File: config.mk
export PLATFORM = sky130hd
export DESIGN_NAME = fetch_stage
export DESIGN_NICKNAME = d
export VERILOG_FILES = /design/src/rtl/fetch_pkg.sv /design/src/rtl/fetch_buffer.sv /design/src/rtl/fetch_stage.sv
export SDC_FILE = /design/constraint.sdc
export NUM_CORES = 1
export LEC_CHECK = 0
export ABC_AREA = 1
export CAP_MARGIN = 20
export CORE_MARGIN = 4
export CORE_UTILIZATION = 57
export CTS_CLUSTER_DIAMETER = 60
export DETAILED_ROUTE_END_ITERATION = 8
export PLACE_DENSITY = 0.83
export SLEW_MARGIN = 20
export SYNTH_ARGS = -nofsm -noshare
export SYNTH_HDL_FRONTEND = slang
export SYNTH_SLANG_ARGS = --single-unit
File: constraint.sdc
create_clock -name clk -period 4.75 [get_ports clk]
set_input_delay 0.95 -clock clk [delete_from_list [all_inputs] [get_ports clk]]
set_output_delay 0.95 -clock clk [all_outputs]
set_load 0.1 [all_outputs]
File: src/rtl/fetch_pkg.sv
// fetch_pkg
// Shared types and constants for the instruction fetch stage.
// Contents:
//   N               - instruction word width (fixed at 32 here)
//   fetch_entry_t   - one buffered fetch result {pc, instr}
//   FETCH_BUF_DEPTH - number of entries in the decode-side buffer
//   PC_STEP         - sequential PC increment in bytes
//   align_pc()      - forces a byte address onto a word boundary
package fetch_pkg;

  localparam int unsigned N = 32;

  typedef struct packed {
    logic [31:0]  pc;
    logic [N-1:0] instr;
  } fetch_entry_t;

  localparam int unsigned FETCH_BUF_DEPTH = 2;
  localparam logic [31:0] PC_STEP         = 32'd4;

  // Redirect targets may be misaligned; the low two bits are dropped.
  function automatic logic [31:0] align_pc(input logic [31:0] pc);
    return {pc[31:2], 2'b00};
  endfunction

endpackage

File: src/rtl/fetch_buffer.sv
// fetch_buffer
// Two-entry synchronous FIFO holding fetched {pc, instr} pairs for decode.
// Ports:
//   clk, rst_n - clock and asynchronous active-low reset
//   push       - write wr_entry at the tail
//   pop        - retire the head entry
//   flush      - empty the buffer; wins over push and pop
//   wr_entry   - entry to write on push
//   count      - number of valid entries (0..2)
//   head       - entry at the read pointer (meaningful when count != 0)
module fetch_buffer
  import fetch_pkg::*;
(
  input  logic         clk,
  input  logic         rst_n,
  input  logic         push,
  input  logic         pop,
  input  logic         flush,
  input  fetch_entry_t wr_entry,
  output logic [1:0]   count,
  output fetch_entry_t head
);

  fetch_entry_t mem_q [FETCH_BUF_DEPTH];
  fetch_entry_t mem_d [FETCH_BUF_DEPTH];
  logic         wr_ptr_q, wr_ptr_d;
  logic         rd_ptr_q, rd_ptr_d;
  logic [1:0]   count_q, count_d;
  logic         do_push, do_pop;

  // A push into a full buffer is legal only when the head leaves in the same
  // cycle; the slot being overwritten is then the one being popped.
  always_comb begin
    do_pop  = pop & (count_q != 2'd0);
    do_push = push & ((count_q < 2'(FETCH_BUF_DEPTH)) | do_pop);

    mem_d    = mem_q;
    wr_ptr_d = wr_ptr_q;
    rd_ptr_d = rd_ptr_q;
    count_d  = count_q;

    if (flush) begin
      wr_ptr_d = 1'b0;
      rd_ptr_d = 1'b0;
      count_d  = 2'd0;
    end else begin
      if (do_push) begin
        mem_d[wr_ptr_q] = wr_entry;
        wr_ptr_d        = ~wr_ptr_q;
      end
      if (do_pop) begin
        rd_ptr_d = ~rd_ptr_q;
      end
      case ({do_push, do_pop})
        2'b10:   count_d = count_q + 2'd1;
        2'b01:   count_d = count_q - 2'd1;
        default: count_d = count_q;
      endcase
    end
  end

  // Storage is cleared on reset so the head reads as zero out of reset.
  always_ff @(posedge clk or negedge rst_n) begin
    if (!rst_n) begin
      for (int i = 0; i < FETCH_BUF_DEPTH; i++) begin
        mem_q[i] <= '0;
      end
      wr_ptr_q <= 1'b0;
      rd_ptr_q <= 1'b0;
      count_q  <= 2'd0;
    end else begin
      for (int i = 0; i < FETCH_BUF_DEPTH; i++) begin
        mem_q[i] <= mem_d[i];
      end
      wr_ptr_q <= wr_ptr_d;
      rd_ptr_q <= rd_ptr_d;
      count_q  <= count_d;
    end
  end

  assign count = count_q;
  assign head  = mem_q[rd_ptr_q];

endmodule

File: src/rtl/fetch_stage.sv
// fetch_stage
// Instruction fetch: owns the PC, addresses the instruction ROM, captures the
// returned word with its PC and hands {pc, instr} pairs to decode through a
// two-entry buffer. A redirect flushes the buffer and restarts fetch.
// Ports:
//   clk, rst_n     - clock and asynchronous active-low reset
//   imem_addr      - ROM word address, pc[7:2]
//   imem_q         - ROM data, combinational from imem_addr
//   redirect_valid - restart fetch at redirect_pc this cycle
//   redirect_pc    - redirect target (low two bits ignored)
//   out_valid      - head entry valid
//   out_ready      - decode accepts the head
//   out_pc         - PC of the head entry
//   out_instr      - instruction of the head entry
module fetch_stage #(
  parameter int          N        = 32,
  parameter logic [31:0] RESET_PC = 32'h0000_0000
) (
  input  logic         clk,
  input  logic         rst_n,
  output logic [5:0]   imem_addr,
  input  logic [N-1:0] imem_q,
  input  logic         redirect_valid,
  input  logic [31:0]  redirect_pc,
  output logic         out_valid,
  input  logic         out_ready,
  output logic [31:0]  out_pc,
  output logic [N-1:0] out_instr
);

  import fetch_pkg::*;

  logic [31:0]  pc_q, pc_d;
  logic [1:0]   count;
  fetch_entry_t head;
  fetch_entry_t wr_entry;
  logic         pop, push;

  // A redirect cycle never pushes: the word on imem_q belongs to the path
  // being abandoned. A full buffer still accepts a push when decode pops.
  always_comb begin
    pop  = out_valid & out_ready;
    push = ~redirect_valid & ((count < 2'd2) | pop);

    wr_entry.pc    = pc_q;
    wr_entry.instr = imem_q;

    pc_d = pc_q;
    if (redirect_valid) begin
      pc_d = align_pc(redirect_pc);
    end else if (push) begin
      pc_d = pc_q + PC_STEP;
    end
  end

  always_ff @(posedge clk or negedge rst_n) begin
    if (!rst_n) begin
      pc_q <= RESET_PC;
    end else begin
      pc_q <= pc_d;
    end
  end

  fetch_buffer u_buffer (
    .clk      (clk),
    .rst_n    (rst_n),
    .push     (push),
    .pop      (pop),
    .flush    (redirect_valid),
    .wr_entry (wr_entry),
    .count    (count),
    .head     (head)
  );

  assign imem_addr = pc_q[7:2];
  assign out_valid = (count != 2'd0);
  assign out_pc    = head.pc;
  assign out_instr = head.instr;

endmodule

==> flow_metrics.tcl <==
set metrics [dict create \
    cp-startpoint "u_buffer.rd_ptr_q" \
    critical-path-slowest-cell "inv_2" \
    first_pass_iters 5 \
    setup-violations-final 0 \
    maxSlewHeadroom 0.3237 \
    antenna_found_initial 0 \
    layout_common_cells "nand2_1, dfrtp_1, o21ai_1, inv_1, buf_4" \
    ys_seq_elements 158 \
    cp_slowest_stage_delay_ns 0.52 \
    die_y_um 125.4 \
    rsz0062_at_grt "no" \
    worst_slew_pin_slew_ns 1.011 \
    clock_path_buffers 2 \
    portBuffers 134 \
    cts_tree "done" \
    top_layer "met4" \
    path_buf_inv 3 \
    h-tree-depth 4 \
    worst_hold_path_type "reg2reg" \
    yosys_warnings 0 \
    cts_sinks 158 \
    wl_met1_mm 8.813 \
    core-area_um2 13350 \
    critPathKind "reg2out" \
    fin_cells 1356 \
    initial_core_util 0.5881 \
    setup_tns_ns 0 \
    numCtsBuffers 17 \
    postCtsHoldBufs 0 \
    gp_congestion 0.9731 \
    required_ns 3.80 \
    p_leak_nw 4.898 \
    routedWlPerCell_um 14.38 \
    reg2regPathDepth 10 \
    post_cts_buffers 0 \
    crit_chain "inv_2, buf_4, nand2_1, nand2_1, buf_4" \
    drive_gt1_frac 0.1017 \
    hpwl_mm 13.04 \
    cp.arrival_ns 2.30 \
    grt_pass1_vias 6801 \
    overflow 0 \
    cp-endpoint "out_pc[30]" \
    critPathLaunchType "flop" \
    maxCapViolations 0 \
    grt_first_pass_wirelength_mm 32.48 \
    dp_cells 1324 \
    fin_nets 1236 \
    die_area_um2 15710 \
    finalHoldViolCount 0 \
    synthesis.area_um2 7850 \
    drt_wl_total_mm 19.50 \
    route.met2.wl_mm 9.087 \
    drtAntennaViolNets 0 \
    fin_crit_ns 3.247 \
    r2r-end "pc_q[28]" \
    io_pins 139 \
    grt_usage 0.2524 \
    drtIter0Drc 762 \
    max_freq_mhz 307.9 \
    vias 7112 \
    fin_worst_skew_ns 0.008337 \
    wl_met3_mm 1.219 \
    rr_startpoint "pc_q[2]" \
    synth_area_per_cell_um2 7.420 \
    ir_drop_v 0.0002453 \
    die_w_um 125.4 \
    status "finished, final reports clean" \
    power.density_nw_per_um2 530.2 \
    synth_cell_types 29 \
    rows 42 \
    cts_resized 0 \
    cts.clk_slew.worst_paths_ns 0.06 \
    finalMaxSlewViolations 0 \
    cp_num_cells 5 \
    syn_inst 1058 \
    cts_root_buffer "clkbuf_16" \
    area_delta_synth_final_pct 21.58 \
    layout_commonest_cell "nand2_1" \
    cp_top_family "buffers and inverters" \
    critPathCaptureType "output pin" \
    grt_max_degree 101 \
    n_antenna_cell 0 \
    clk_latency_ns 0.42 \
    cp_max_fo 38 \
    seq_area_frac_synth 0.5037 \
    via_per_inst 5.245 \
    drc_errors 0 \
    fin_crit_sh 0.6837 \
    r2r_setup_slack_ns 2.56 \
]
[synthesized netlist by cell type (all sizes together)]
cell,instances,area [µm²]
ha,1,12.51
xor2,3,26.28
o21ai,155,794.5
nand3,39,195.2
nor2,56,217.7
o22ai,1,6.260
o221ai,1,8.760
or2,1,6.260
conb,1,3.750
clkbuf,19,71.32
nor3,2,10.01
nand2,476,1822
buf,38,280.3
dfrtp,158,3954
nand4,4,25.02
inv,92,347.8
a21oi,4,20.02
o211ai,4,30.03
a31oi,3,18.77
[final cells by class]
type,count,area [µm²]
timing repair buffer,146,1277
sequential,158,3955
tap,176,220.2
clock buffer,27,513.0
fill,1122,3804
multi-input combinational,752,3201
clock inverter,5,30.03
inverter,92,347.8
[routing by layer]
layer | vias up | global-route usage
li1 | 3521 | -
met1 | 3304 | 0.3493
met2 | 254 | 0.4002
met3 | 33 | 0.05330
met4 | 0 | 0.08673
met5 | - | 0
[tightest hold or removal path, delay by kind of cell (launching register included)]
kind,cells,cell delay [ns]
flops,1,0.34
compound gates,1,0.05
simple gates,1,0.06
[per-stage QoR]
stage | instance area (µm²) | setup slack [ns] | power [W] | hold WS [ns] | util
after floorplan | 7854 | 2.161 | 0.003402 | 0.4534 | -
after global placement | 9001 | 1.736 | 0.003792 | 0.4650 | 0.6744
after detailed placement | 9001 | 1.702 | 0.003826 | 0.4696 | 0.6744
after CTS | 9544 | 1.472 | 0.005077 | 0.4847 | 0.7150
after global routing | 9544 | 1.360 | 0.005294 | 0.5047 | 0.7150
final | 9544 | 1.503 | 0.005060 | 0.4840 | 0.7150
[cells by family after synthesis]
kind of cell             synth area share
buffers and inverters             0.08910
adder cells (fa/ha/maj)          0.001594
flip-flops                         0.5037
AO/OA/AOI/OAI                      0.1119
XOR/XNOR                         0.003348
other                           0.0004777
AND/OR/NAND/NOR                    0.2899
[power by group]
| group | switching (W) | internal, W | total (W) |
|---|---|---|---|
| registers | 0.000186 | 0.00164 | 0.00182 |
| clock network | 0.000508 | 0.000735 | 0.00124 |
| logic | 0.00154 | 0.000455 | 0.00199 |
[how the worst min path moves through the flow]
| stage | start | to | slack, ns | cells past startpoint |
|---|---|---|---|---|
| after floorplan | u_buffer.mem_q[100] | u_buffer.mem_q[100] | 0.45 | 2 |
| after global placement | u_buffer.mem_q[47] | u_buffer.mem_q[47] | 0.47 | 2 |
| after detailed placement | u_buffer.mem_q[95] | u_buffer.mem_q[95] | 0.47 | 2 |
| after CTS | u_buffer.mem_q[95] | u_buffer.mem_q[95] | 0.48 | 2 |
| after global routing | u_buffer.mem_q[105] | u_buffer.mem_q[105] | 0.50 | 2 |
| final | u_buffer.mem_q[95] | u_buffer.mem_q[95] | 0.48 | 2 |
[registers in the layout, indices dropped and copies added, names as in the netlist]
name / count
pc_q: 30
u_buffer.count: 2
u_buffer.mem_q: 124
u_buffer.rd_ptr_q: 1
u_buffer.wr_ptr_q: 1
Power figures use the tool's default switching activity.
